[src/rtl/mct_nch.sv]
// rtl/mct_nch.sv - NCH-channel arbiter serialising requests onto a byte-wide RAM port.
// Define MCT_RR_EN for round-robin arbitration; fixed priority (channel 0 first) otherwise.
module mct_nch #(
  parameter int NCH   = 2,
  parameter int NBYTE = 4,
  parameter int LW    = 2
) (
  input  logic                    clk,
  input  logic                    rst_n,
  input  logic [NCH-1:0]          req_e,
  input  logic [NCH-1:0]          req_wr,
  input  logic [32*NCH-1:0]       req_a,
  input  logic [8*NBYTE*NCH-1:0]  req_n,
  input  logic [LW*NCH-1:0]       req_len,
  output logic [NCH-1:0]          ok,
  output logic [8*NBYTE-1:0]      rd_n,
  output logic                    busy,
  input  logic [7:0]              ram_in,
  output logic [7:0]              ram_out,
  output logic [31:0]             ram_a,
  output logic                    ram_wr
);

  localparam int GW = (NCH > 1) ? $clog2(NCH) : 1;
  localparam int CW = $clog2(NBYTE + 1);
  localparam int DW = 8 * NBYTE;

  typedef enum logic [1:0] {S_IDLE, S_RD, S_WR, S_DONE} state_t;

  state_t          r_state, w_next;
  logic [GW-1:0]   r_grant, w_sel;
  logic [CW-1:0]   r_cnt, r_last, w_last;
  logic [31:0]     r_a;
  logic [DW-1:0]   r_data, r_buf;
  logic [LW-1:0]   w_len;
  logic            w_any;

`ifdef MCT_RR_EN
  logic [GW-1:0]   r_ptr;
  logic            w_found;
`endif

  assign w_any = |req_e;

  always_comb begin
    w_sel = '0;
`ifdef MCT_RR_EN
    w_found = 1'b0;
    for (int k = 0; k < NCH; k++) begin
      if (!w_found && req_e[(int'(r_ptr) + k) % NCH]) begin
        w_sel   = GW'((int'(r_ptr) + k) % NCH);
        w_found = 1'b1;
      end
    end
`else
    for (int k = NCH - 1; k >= 0; k--) begin
      if (req_e[k]) w_sel = GW'(k);
    end
`endif
  end

  // r_last holds N-1, clamped to the widest access the data path supports
  assign w_len  = req_len[LW*int'(w_sel) +: LW];
  assign w_last = (w_len > LW'(NBYTE - 1)) ? CW'(NBYTE - 1) : CW'(w_len);

  always_comb begin
    w_next = r_state;
    case (r_state)
      S_IDLE: if (w_any) w_next = req_wr[w_sel] ? S_WR : S_RD;
      S_RD: begin
        if (!req_e[r_grant])                 w_next = S_IDLE;
        else if (r_cnt == r_last + 1'b1)     w_next = S_DONE;
      end
      S_WR:   if (r_cnt == r_last) w_next = S_DONE;
      S_DONE: w_next = S_IDLE;
      default: w_next = S_IDLE;
    endcase
  end

  always_ff @(posedge clk or negedge rst_n) begin
    if (!rst_n) begin
      r_state <= S_IDLE;
      r_grant <= '0;
      r_cnt   <= '0;
      r_last  <= '0;
      r_a     <= '0;
      r_data  <= '0;
      r_buf   <= '0;
`ifdef MCT_RR_EN
      r_ptr   <= '0;
`endif
    end else begin
      r_state <= w_next;
      case (r_state)
        S_IDLE: begin
          if (w_any) begin
            r_grant <= w_sel;
            r_a     <= req_a[32*int'(w_sel) +: 32];
            r_data  <= req_n[DW*int'(w_sel) +: DW];
            r_last  <= w_last;
            r_cnt   <= '0;
            r_buf   <= '0;
          end
        end
        S_RD: begin
          // RAM data lags the address by one cycle, so beat cnt returns byte cnt-1
          r_cnt <= r_cnt + 1'b1;
          if (r_cnt != '0) r_buf[8*(int'(r_cnt) - 1) +: 8] <= ram_in;
        end
        S_WR: r_cnt <= r_cnt + 1'b1;
        S_DONE: begin
`ifdef MCT_RR_EN
          r_ptr <= (int'(r_grant) == NCH - 1) ? '0 : r_grant + 1'b1;
`endif
        end
        default: ;
      endcase
    end
  end

  assign busy    = (r_state != S_IDLE);
  assign ok      = (r_state == S_DONE) ? (NCH'(1) << r_grant) : '0;
  assign rd_n    = (r_state == S_DONE) ? r_buf : '0;
  assign ram_wr  = (r_state == S_WR);
  assign ram_out = (r_state == S_WR) ? r_data[8*int'(r_cnt) +: 8] : 8'h00;
  assign ram_a   = ((r_state == S_WR) || (r_state == S_RD && r_cnt <= r_last))
                   ? r_a + 32'(r_cnt) : 32'h0;

endmodule

[config.mk]
export PLATFORM = sky130hd
export DESIGN_NAME = mct_nch
export DESIGN_NICKNAME = d
export VERILOG_FILES = /design/src/rtl/mct_nch.sv
export SDC_FILE = /design/constraint.sdc
export NUM_CORES = 1
export LEC_CHECK = 0
export BUFFER_PORTS_ARGS = -buffer_cell sky130_fd_sc_hd__buf_2
export CAP_MARGIN = 30
export CORE_MARGIN = 2
export CORE_UTILIZATION = 52
export CTS_BUF_LIST = sky130_fd_sc_hd__clkbuf_4
export CTS_CLUSTER_DIAMETER = 40
export CTS_CLUSTER_SIZE = 30
export DETAILED_ROUTE_END_ITERATION = 8
export MAX_ROUTING_LAYER = met4
export PLACE_DENSITY = 0.85
export SLEW_MARGIN = 20
export SYNTH_ARGS = -nofsm -noshare
export SYNTH_HDL_FRONTEND = slang
export SYNTH_SLANG_ARGS = --single-unit
[constraint.sdc]
create_clock -name clk -period 4.5 [get_ports clk]
set_input_delay 0.45 -clock clk [delete_from_list [all_inputs] [get_ports clk]]
set_output_delay 0.45 -clock clk [all_outputs]
set_load 0.005 [all_outputs]
==> flow_summary.toml <==
[cts]
cts_setup_buffers = 0
holdBufCountCts = 1
clk_latency_ns = 0.45
cts.path.max_buffers = 2
clock-sinks = 104
cts_tree = "done"
clk_pin_slew_worst_paths_ns = 0.16
cts_resized = 0
root_buffer = "clkbuf_4"
numCtsBuffers = 9
htree_levels = 3

[drt]
first_pass_iters = 5
drtIter0Drc = 439
ant_nets = 0
wl_met2_um = 7760
drc = 0
routed.top_layer = "met4"
via_per_inst = 5.61
route.detailed.wl_per_inst_um = 15.8
wl_met1_um = 6960
vias = 5717
routed_wl_um = 16100
dr_wl_met3_um = 1070

[setup_path]
startpoint_type = "register"
r2r_slack_ns = 0.92
critPathCaptureType = "output pin"
worst-path-buf-inv = 1
crit_slowest_cell = "dfrtp_1"
required_ns = 4.05
critPathMaxFanout = 15
crit_path_max_incr_delay_ns = 0.79
cp_cell_sequence = "fa_1 -> a21oi_1 -> or4_1 -> or4_1 -> a21oi_1 -> buf_2"
rr_startpoint = "r_cnt[1]"
r2r_cells = 10
r2r_end = "r_buf[17]"
crit_arrival_ns = 3.19
crit_family = "simple AND/OR/NAND/NOR gates"
critPathKind = "register to output pin"

[synth]
syn_nets = 833
syn_avg_cell_area_um2 = 9.52
yosysUniqueCellTypes = 52
synthTopCellsByArea = "dfrtp_1 41%, mux2i_1 11%, o21ai_0 6.1%"
synth-seq-cells = 104
synth_top_area_frac = 0.409
yosysMostFrequentCell = "dfrtp_1"
synth_common_cells = "104 x dfrtp_1, 98 x nand2_1, 78 x o21ai_0"
synth_top_area_cell = "dfrtp_1"
synthCells = 668
ys_warn_count = 0
async_reset_ff_frac = 1.00
synth_edf_count = 0
synth-seq-area-share = 0.409
ys.flop_type = "dfrtp_1"
synth_area_um2 = 6360

[timing]
setup_slack_ns = 0.863
rsz0062_at_grt = "no"
timing.final.crit_share = 0.808
maxSlewViolCount = 0
fin_crit_ns = 3.64
hold_slack_ns = 0.208
final-hold-violation-count = 0
finalSetupViolations = 0
relSlewSlack = 0.429
worstMarginPinSlew_ns = 0.855
skew_ns = 0.0128
setup_tns_ns = 0
max_clock_freq_mhz = 275

[die]
dieArea_um2 = 13100
initial_core_util = 0.532
die_y_um = 115
io_pins = 222
core_um2 = 12000
die_width_um = 115
rows = 40

[min_path]
min_to = "r_buf[0]"
min_path_type = "input port to register"
min-delay-start = "ram_in[0]"
holdPathStages = 2

[layout]
instances_no_fill = 1019
post-route-util = 0.647
area_delta_synth_final_pct = 21.7
stdcell_area_um2 = 7740
drive_above_1_share = 0.305
nets = 1031

[pwr]
p_per_area_nw_per_um2 = 536
ir_drop_mv = 0.243
finalPower_mw = 4.15
p_leak_nw = 3.74

[flow_run]
drv_cap = 0

[global_route]
grt_pass1_vias = 5230
gr-total-overflow = 0
grt_max_degree = 71
grt_pass1_wl_um = 25200
gr-usage-all-layers = 0.251
antenna_found_initial = 1

[placed_design]
post-place-cells = 1001
gp_congestion = 0.884
dp_hpwl_um = 12500
placed_cell_area_um2 = 7580
io_buffers = 221
dp_slack_ns = 0.957

[outcome]
status = "complete, no violations"
==> placed cells by master, fill, tap and decap left out, types with 2 or more instances in the layout <==
cell        instances
o2bb2ai_1          32
o21ai_0            78
or4_1              15
buf_2             220
clkinvlp_4          2
o31ai_1            11
nor2b_1             6
nand3_1             9
or3_1               7
dfrtp_1           104
clkbuf_4           11
nor3_1              3
and4_1              2
nor2_1             12
nor3b_1             3
inv_6               2
buf_4               9
nor4_1              2
mux2_2              3
nand4_1             7
nor4b_1             2
and2_1             36
ha_1               18
a21oi_1            24
xnor2_1             7
o41ai_1             2
and3_1             11
a21o_1              5
inv_1              17
nand4b_1            6
xor2_1              7
mux2i_1            68
nand2_1            98
mux4_2              8
==> per-layer routing <==
metal | vias up | GRT usage
met5 | - | -
met4 | 0 | 0.0748
met3 | 26 | 0.0408
met2 | 226 | 0.411
met1 | 2641 | 0.323
li1 | 2824 | -
==> sequential cells by signal (all words and copies together) (netlist names) <==
register and count:
r_last 2, r_a 32, r_buf 32, r_grant 1
r_data 32, r_state 2, r_cnt 3
==> worst register-to-register path, stage by stage (launching register included) <==
cell and delay (ns):
dfrtp_1 0.79, inv_1 0.20, ha_1 0.27, xnor2_1 0.27
nand3_1 0.16, inv_1 0.08, ha_1 0.25, and4bb_2 0.37
or3b_1 0.34, or4_1 0.55, o2bb2ai_1 0.21
==> kinds of logic after synthesis <==
family	Yosys count	synth area share
and+or+nand+nor	227	0.191
AOI/OAI and AO/OA	163	0.159
DFF	104	0.409
muxes	79	0.141
buffers and inverters	61	0.0386
adders and majority gates	19	0.0386
xor gates and xnor gates	15	0.0228
==> how the worst max path moves through the flow <==
stage	start	end	slack (ns)	cells past startpoint
detailed placement	r_cnt[1]	r_buf[17]	0.96	10
CTS	r_cnt[1]	ram_a[20]	0.84	6
global placement	r_cnt[1]	r_buf[23]	1.13	10
floorplan	r_cnt[1]	r_buf[16]	1.23	12
finish	r_cnt[1]	ram_a[20]	0.86	6
global route	r_cnt[1]	ram_a[20]	0.68	6
==> power breakdown <==
group	internal [mW]	switching (mW)
Combinational	0.899	1.17
Sequential	1.25	0.328
Clock	0.186	0.312
Total	2.34	1.81
==> cell type report <==
class,count,area (µm²)
flip-flops and latches,104,2600
inverters,17,63.8
clock buffers,11,82.6
repair buffers,231,1210
fillers,994,4220
diodes,1,2.50
multi-input cells,503,3540
well taps,147,184
clock inverters,5,62.6
No activity file was read; power rests on OpenSTA's default activity.
